==> config.mk <==
export PLATFORM = sky130hd
export DESIGN_NAME = rtdf_packet_builder_flat
export DESIGN_NICKNAME = d
export VERILOG_FILES = /design/src/rtl/rtdf_packet_builder_if.sv /design/src/rtl/rtdf_packet_builder.sv /design/src/flat_wrapper.sv
export SDC_FILE = /design/constraint.sdc
export NUM_CORES = 1
export LEC_CHECK = 0
export BUFFER_PORTS_ARGS = -buffer_cell sky130_fd_sc_hd__buf_2
export CAP_MARGIN = 10
export CORE_MARGIN = 2
export CORE_UTILIZATION = 45
export DETAILED_ROUTE_END_ITERATION = 8
export GPL_TIMING_DRIVEN = 0
export PLACE_DENSITY = 0.74
export SKIP_CTS_REPAIR_TIMING = 1
export SLEW_MARGIN = 20
export SYNTH_ARGS = -nofsm -noshare
export SYNTH_HDL_FRONTEND = slang
export SYNTH_SLANG_ARGS = --single-unit
==> constraint.sdc <==
create_clock -name clk_tx -period 2.4 [get_ports clk_tx]
set_input_delay 0.48 -clock clk_tx [delete_from_list [all_inputs] [get_ports clk_tx]]
set_output_delay 0.48 -clock clk_tx [all_outputs]
set_load 0.02 [all_outputs]
==> src/rtl/rtdf_packet_builder_if.sv <==
// Stream-FIFO read port and Ethernet TX-FIFO write port seen by the packet builder.
// master is the builder side; slave is the FIFO side.
interface rtdf_packet_builder_if;
    logic [15:0] src_data;
    logic        src_empty;
    logic [8:0]  src_words_available;
    logic        src_rd_req;
    logic        tx_fifo_full;
    logic        tx_fifo_wr_req;
    logic [15:0] tx_fifo_wr_data;

    modport master (
        input  src_data, src_empty, src_words_available, tx_fifo_full,
        output src_rd_req, tx_fifo_wr_req, tx_fifo_wr_data
    );

    modport slave (
        output src_data, src_empty, src_words_available, tx_fifo_full,
        input  src_rd_req, tx_fifo_wr_req, tx_fifo_wr_data
    );
endinterface

==> src/rtl/rtdf_packet_builder.sv <==
// Builds fixed-payload Ethernet frames (length, MACs, EtherType, payload) one
// word per cycle from a show-ahead stream FIFO into the Ethernet TX FIFO.
module rtdf_packet_builder #(
    parameter int          PAYLOAD_WORDS = 256,
    parameter logic [47:0] DEST_MAC      = 48'hFFFF_FFFF_FFFF,
    parameter logic [47:0] SRC_MAC       = 48'h0000_0000_0000,
    parameter logic [15:0] ETHERTYPE     = 16'h88B5
) (
    input  logic                  clk_tx,
    input  logic                  reset,
    rtdf_packet_builder_if.master bus,
    output logic                  tx_start,
    output logic                  busy,
    output logic [8:0]            packet_count
);

    // Header states are consecutive so a header write simply steps to the next state.
    typedef enum logic [3:0] {
        ST_IDLE, ST_LENGTH, ST_DEST_0, ST_DEST_1, ST_DEST_2,
        ST_SOURCE_0, ST_SOURCE_1, ST_SOURCE_2, ST_ETHERTYPE, ST_DATA, ST_DONE
    } state_e;

    localparam logic [8:0]  START_LEVEL = 9'(PAYLOAD_WORDS);
    localparam logic [9:0]  LAST_WORD   = 10'(PAYLOAD_WORDS);
    localparam logic [15:0] LENGTH_WORD = {5'd0, 11'(14 + 2 * PAYLOAD_WORDS)};

    // The receive path expects the first wire byte in the low byte of each word.
    function automatic logic [15:0] wire_order(input logic [15:0] w);
        return {w[7:0], w[15:8]};
    endfunction

    state_e      state_q, state_d;
    logic [9:0]  pay_cnt_q, pay_cnt_d;
    logic [8:0]  pkt_cnt_q, pkt_cnt_d;
    logic        tx_start_q, tx_start_d;
    logic        wr_req, rd_req;
    logic [15:0] wr_data;

    always_comb begin
        // NOTE: every signal gets a default first so no path through the case can infer a latch.
        state_d    = state_q;
        pay_cnt_d  = pay_cnt_q;
        pkt_cnt_d  = pkt_cnt_q;
        tx_start_d = 1'b0;
        wr_req     = 1'b0;
        rd_req     = 1'b0;

        unique case (state_q)
            ST_IDLE: begin
                if (bus.src_words_available >= START_LEVEL) state_d = ST_LENGTH;
            end
            ST_LENGTH, ST_DEST_0, ST_DEST_1, ST_DEST_2,
            ST_SOURCE_0, ST_SOURCE_1, ST_SOURCE_2, ST_ETHERTYPE: begin
                wr_req = !bus.tx_fifo_full;
                if (wr_req) begin
                    state_d   = state_e'(state_q + 4'd1);
                    pay_cnt_d = '0;
                end
            end
            ST_DATA: begin
                wr_req = !bus.tx_fifo_full && !bus.src_empty;
                rd_req = wr_req;
                if (wr_req) begin
                    pay_cnt_d = pay_cnt_q + 10'd1;
                    if (pay_cnt_d == LAST_WORD) begin
                        state_d    = ST_DONE;
                        tx_start_d = 1'b1;
                        pkt_cnt_d  = pkt_cnt_q + 9'd1;
                    end
                end
            end
            ST_DONE: state_d = ST_IDLE;
            default: state_d = ST_IDLE;
        endcase
    end

    always_comb begin
        case (state_q)
            ST_LENGTH:    wr_data = LENGTH_WORD;
            ST_DEST_0:    wr_data = wire_order(DEST_MAC[47:32]);
            ST_DEST_1:    wr_data = wire_order(DEST_MAC[31:16]);
            ST_DEST_2:    wr_data = wire_order(DEST_MAC[15:0]);
            ST_SOURCE_0:  wr_data = wire_order(SRC_MAC[47:32]);
            ST_SOURCE_1:  wr_data = wire_order(SRC_MAC[31:16]);
            ST_SOURCE_2:  wr_data = wire_order(SRC_MAC[15:0]);
            ST_ETHERTYPE: wr_data = wire_order(ETHERTYPE);
            ST_DATA:      wr_data = bus.src_data;
            default:      wr_data = '0;
        endcase
    end

    // NOTE: state registers use non-blocking assignments so every flop samples pre-edge values.
    always_ff @(posedge clk_tx) begin
        if (reset) begin
            state_q    <= ST_IDLE;
            pay_cnt_q  <= '0;
            pkt_cnt_q  <= '0;
            tx_start_q <= 1'b0;
        end else begin
            state_q    <= state_d;
            pay_cnt_q  <= pay_cnt_d;
            pkt_cnt_q  <= pkt_cnt_d;
            tx_start_q <= tx_start_d;
        end
    end

    assign bus.tx_fifo_wr_req  = wr_req;
    assign bus.tx_fifo_wr_data = wr_data;
    assign bus.src_rd_req      = rd_req;
    assign tx_start            = tx_start_q;
    assign busy                = (state_q != ST_IDLE);
    assign packet_count        = pkt_cnt_q;

endmodule

==> src/flat_wrapper.sv <==
// flat-port wrapper written by rule: the top's interface ports become plain ports
module rtdf_packet_builder_flat 
#(
    parameter int          PAYLOAD_WORDS = 256,
    parameter logic [47:0] DEST_MAC      = 48'hFFFF_FFFF_FFFF,
    parameter logic [47:0] SRC_MAC       = 48'h0000_0000_0000,
    parameter logic [15:0] ETHERTYPE     = 16'h88B5
)
  (clk_tx, reset, tx_start, busy, packet_count, bus_src_data, bus_src_empty, bus_src_words_available, bus_tx_fifo_full, bus_src_rd_req, bus_tx_fifo_wr_req, bus_tx_fifo_wr_data);
  rtdf_packet_builder_if bus_i ();
  input  logic clk_tx;
  input  logic reset;
  output logic tx_start;
  output logic busy;
  output logic [8:0] packet_count;
  input wire logic [$bits(bus_i.src_data)-1:0] bus_src_data;
  input wire logic [$bits(bus_i.src_empty)-1:0] bus_src_empty;
  input wire logic [$bits(bus_i.src_words_available)-1:0] bus_src_words_available;
  input wire logic [$bits(bus_i.tx_fifo_full)-1:0] bus_tx_fifo_full;
  output wire logic [$bits(bus_i.src_rd_req)-1:0] bus_src_rd_req;
  output wire logic [$bits(bus_i.tx_fifo_wr_req)-1:0] bus_tx_fifo_wr_req;
  output wire logic [$bits(bus_i.tx_fifo_wr_data)-1:0] bus_tx_fifo_wr_data;
  assign bus_i.src_data = bus_src_data;
  assign bus_i.src_empty = bus_src_empty;
  assign bus_i.src_words_available = bus_src_words_available;
  assign bus_i.tx_fifo_full = bus_tx_fifo_full;
  assign bus_src_rd_req = bus_i.src_rd_req;
  assign bus_tx_fifo_wr_req = bus_i.tx_fifo_wr_req;
  assign bus_tx_fifo_wr_data = bus_i.tx_fifo_wr_data;
  rtdf_packet_builder #(.PAYLOAD_WORDS(PAYLOAD_WORDS), .DEST_MAC(DEST_MAC), .SRC_MAC(SRC_MAC), .ETHERTYPE(ETHERTYPE)) u_core (.clk_tx(clk_tx), .reset(reset), .bus(bus_i), .tx_start(tx_start), .busy(busy), .packet_count(packet_count));
endmodule
# After elaboration in Yosys (flattened, before gate mapping)
# Index checks and enable logic that the tools add are counted.
# word_totals
out_inout_bits	29
reg_bits	24
latchBits	0
ram_bits	0
mem_count	0
romBits	0
input_bits	29
# op_classes
n_addsub	3
n_mux	12
n_reduce_logical	12
div_mod_pow	0
bitwise	2
order_cmp	1
n_mul	0
shifts	0
n_eq_ne	14
# ops
operator	count
16-bit case mux with 4 select lines	1
10-bit 2-to-1 mux	2
10-bit case mux with 2 select lines	1
4-bit by 3-bit == test with 1-bit output, second input constant	4
4-bit 2-to-1 mux	4
4-bit case mux with 3 select lines	1
10-bit by 1-bit adder with 10-bit output, second input constant	1
10-bit by 9-bit == test with 1-bit output, second input constant	1
9-bit by 1-bit adder with 9-bit output, second input constant	1
9-bit greater-or-equal comparator, second input constant	1
4-bit by 2-bit == test with 1-bit output, second input constant	2
4-bit == test, second input constant	2
8-bit OR reduction	1
2-bit by 1-bit != test with 1-bit output, second input constant	3
3-bit AND reduction	2
3-bit OR reduction	2
4-bit by 1-bit adder with 4-bit output, second input constant	1
4-bit by 1-bit == test with 1-bit output, second input constant	1
4-bit logical NOT	1
4-bit AND reduction	1
4-bit nonzero test	1
1-bit logical NOT	2
1-bit 2-to-1 mux	2
2-bit != test, second input constant	1
other kinds (4)	5

# Logic depth before layout (Yosys ltp)
# depth
ltp_word	5
ltp_mapped	9
mapped_depth_nobuf	7

# Least setup slack after synthesis
# OpenSTA, ideal clock, no wires.
# synth_path
path_type	register to register
startpoint	register u_core.state_q[1]
endpoint	register u_core.pkt_cnt_q[5] (netlist: u_core.packet_count[5])
t_required_ns	2.330
setup_ns	0.070
path_stages_with_launch	9
setup_slack_ns	0.186
period_less_slack_ns	2.214
arrival_time_ns	2.144
path_cell_list	dfxtp_1 -> inv_1 -> ha_1 -> and3b_1 -> clkbuf_1 -> nand3_1 -> a2111o_1 -> or4_1 -> a21oi_1
# synth_via
elab_chain_len	2
# synth_rtl
item	line_no	rtl
start: declaration	rtdf_packet_builder.sv:32	state_e state_q, state_d;
start signal: assignment	rtdf_packet_builder.sv:100	state_q <= state_d;
4-bit == test	rtdf_packet_builder.sv:48	unique case (state_q)
3-bit AND reduction (no source line)	n/a	
end signal: assignment	rtdf_packet_builder.sv:102	pkt_cnt_q <= pkt_cnt_d;
end: declaration	rtdf_packet_builder.sv:34	logic [8:0] pkt_cnt_q, pkt_cnt_d;
# No other way between the ends.
# A chain may end at the register's enable or synchronous reset.

# Final worst setup path
# layout_path
startpoint	register u_core.state_q[0]
endpoint	output port bus_tx_fifo_wr_req
# layout_via
elab_chain_len	3
# layout_rtl
item	line_no	rtl
4-bit by 3-bit == test with 1-bit output, or another cell as far along	rtdf_packet_builder.sv:48	
8-bit OR reduction	rtdf_packet_builder.sv:48	
1-bit case mux with 2 select lines (*)	rtdf_packet_builder.sv:48	
end: declaration	flat_wrapper.sv:21	output wire logic [$bits(bus_i.tx_fifo_wr_req)-1:0] bus_tx_fifo_wr_req;
# Every way passes the cells marked *; elsewhere a longest branch is shown, timed or not.

==> run_results.csv <==
group,metric,value,unit
die,die_h,62.2,microns
worst_hold_path,hold_path_class,"register to register",
synth,seq_area_frac_synth,0.316,
die,rows,21,
route,drc,0,
synth,syn_area_per_cell,7.97,sq um
timing,fmax,421,MHz
cells_and_area,syn2layout_area_growth,31.0,%
synth,yosysTopAreaCell,"dfxtp_1",
critical_path,start_kind,"register",
clocking,cts_max_path_buffers,2,
cells_and_area,diodes,0,
cells_and_area,fin_nets,283,
route,wl_per_cell,14.1,microns
cells_and_area,nFillCells,307,
flow_run,maxCapViolCount,0,
synth,synthCells,191,
clocking,tritoncts,"done",
synth,ys_seq_elements,24,
timing,slew_viol_final,0,
global_routing,track_usage,0.200,
synth,yosysWarnings,0,
global_routing,grt-ovfl-total,0,
placement,dp_cells,285,
timing,setup_ws,0.0232,ns
status,outcome,"finished clean",
cells_and_area,final_area,0.00199,sq mm
critical_path,end_kind,"output port",
route,vias_per_cell,5.70,
route,drtIter0Drc,61,
die,die_x,62.2,microns
global_routing,grt_max_degree,13,
pwr,total_leakage_power,0.870,nW
timing,min_period,2.38,ns
critical_path,cp.arrival,1.90,ns
cells_and_area,seq_area,490,sq um
timing,finClkSkew,0.00376,ns
synth,syn-cell-area,0.00152,sq mm
clocking,clkSlewWorstSetupHoldPaths,0.12,ns
clocking,clock-sinks,24,
cells_and_area,final_common_cell,"buf_2",
cells_and_area,multi_input_area,0.00108,sq mm
clocking,cts_root_buf,"clkbuf_4",
global_routing,grt_pass1_wl,6530,microns
placement,gp_congestion,0.807,
pwr,p_per_area,927,mW/mm^2
die,start_util,0.464,
critical_path,ff2ff_setup_slack,0.04,ns
clocking,h-tree-depth,1,
route,vias,1663,
synth,synth_nets,226,
pwr,ir_drop,0.615,mV
clocking,clkLatencyLatePin,0.32,ns
synth,ys.flop_type,"dfxtp_1",
route,routed_wirelength,4120,microns
timing,tightest_slew,0.777,ns
timing,slew_headroom,0.477,
placement,post-dp-hpwl,2790,microns
cells_and_area,finalNonFillerCells,292,
timing,finalSetupViolCount,0,
timing,hold-worst-slack,0.496,ns
critical_path,crit_type,"register to output port",
critical_path,cp_data_required_time,1.92,ns
timing,fin_crit_sh,0.990,
die,dieArea,0.00387,sq mm
synth,synthDistinctLibCells,47,
synth,synth-async-reset-ratio,0,
route,first_pass_iters,4,
synth,synth_edf_count,0,
placement,place_ws,-0.160,ns
die,num_io_pins,58,
cells_and_area,drive_gt1_frac,0.354,
timing,final-hold-violation-count,0,
placement,detailed_place.area,0.00182,sq mm
critical_path,crit_fanout,5,
synth,synth_top_area_frac,0.316,
route,ant_nets,0,
placement,portBuffers,48,
global_routing,grt_pass1_vias,1500,
timing,rsz0062_at_grt,"true",
die,core_area,0.00328,sq mm
cells_and_area,final_cell_mix,"buf_2 (47), nor2_1 (19), dfxtp_1 (18), o21ai_0 (15), a21oi_1 (15)",
clocking,numCtsBuffers,3,
synth,yosys-top-cells-area,"dfxtp_1 (32%), a21o_1 (6.4%), o21ai_0 (5.6%), a21oi_1 (5.3%), ha_1 (4.9%)",
global_routing,antenna_found_initial,0,
pwr,total_power,0.00185,W
-- metrics by stage --
stage,utilization,setup TNS [ns]
finish,0.607,0
global route,0.607,-0.0758
CTS,0.561,-5.73
detailed placement,0.554,-0.303
global placement,0.554,-0.267
floorplan,-,0
-- state kept, by name, indices dropped and copies added, names as in the netlist --
| name | count |
|---|---|
| u_core.pay_cnt_q | 10 |
| u_core.state_q | 4 |
| u_core.tx_start | 1 |
| u_core.packet_count | 9 |
-- cell families after synthesis --
family	Yosys count	synth area share
and+or+nand+nor	74	0.270
AOI/OAI and AO/OA	71	0.318
DFF	24	0.316
buffers and inverters	14	0.0345
adders and majority gates	6	0.0493
xor gates and xnor gates	1	0.00575
muxes	1	0.00657
-- final cells by class --
class,count,share of cell area
Buffer,5,0.0113
Clock buffer,3,0.0113
Inverter,7,0.0169
Multi-Input combinational cell,153,0.540
Sequential cell,24,0.246
Tap cell,46,0.0289
Timing Repair Buffer,54,0.146
-- cells in the mapped netlist, types with 2 or more instances --
cell,number
and2_1,2
clkinv_1,2
nand2_1,12
dfxtp_1,24
nand3_1,7
o21bai_1,4
nand4_1,2
nor4_1,2
a211oi_1,3
a21o_1,13
nor3_1,3
nand4b_1,3
and3_1,4
clkbuf_1,6
inv_1,5
nand3b_1,3
a221oi_1,2
o21ai_0,17
or3_1,7
ha_1,6
a21oi_1,16
nor2_1,19
nor2b_1,3
a2111o_1,3
-- report_power, final --
group / total, W / internal, W / switching, W
sequential: 0.000447 / 0.000422 / 0.0000246
clock: 0.000177 / 0.0000588 / 0.000118
combinational: 0.00122 / 0.000508 / 0.000716
total: 0.00185 / 0.000989 / 0.000859
-- critical path, cell delays in order (launching register included) --
cell      delay, ns
dfxtp_4        0.41
inv_2          0.07
ha_2           0.19
a2111o_1       0.42
mux2i_4        0.26
o21ai_2        0.09
buf_6          0.14
-- per-layer routing --
| metal | up-vias | global-route usage | routed length [microns] |
|---|---|---|---|
| li1 | 835 | - | - |
| met4 | 0 | 0.0389 | 44 |
| met5 | - | 0 | 0 |
| met3 | 6 | 0.0417 | 151 |
| met2 | 38 | 0.329 | 1970 |
| met1 | 784 | 0.275 | 1950 |
-- worst paths after layout --
path	cells past startpoint	start	endpoint
setup / recovery	6	u_core.state_q[0]$_SDFFE_PP0P_	bus_tx_fifo_wr_req
hold / removal	2	u_core.packet_count[8]$_SDFFE_PP0P_	u_core.packet_count[8]$_SDFFE_PP0P_
setup reg to reg	5	u_core.pay_cnt_q[2]$_SDFFE_PP0P_	u_core.packet_count[5]$_SDFFE_PP0P_
hold reg to reg	2	u_core.packet_count[8]$_SDFFE_PP0P_	u_core.packet_count[8]$_SDFFE_PP0P_
Power figures use the tool's default switching activity.
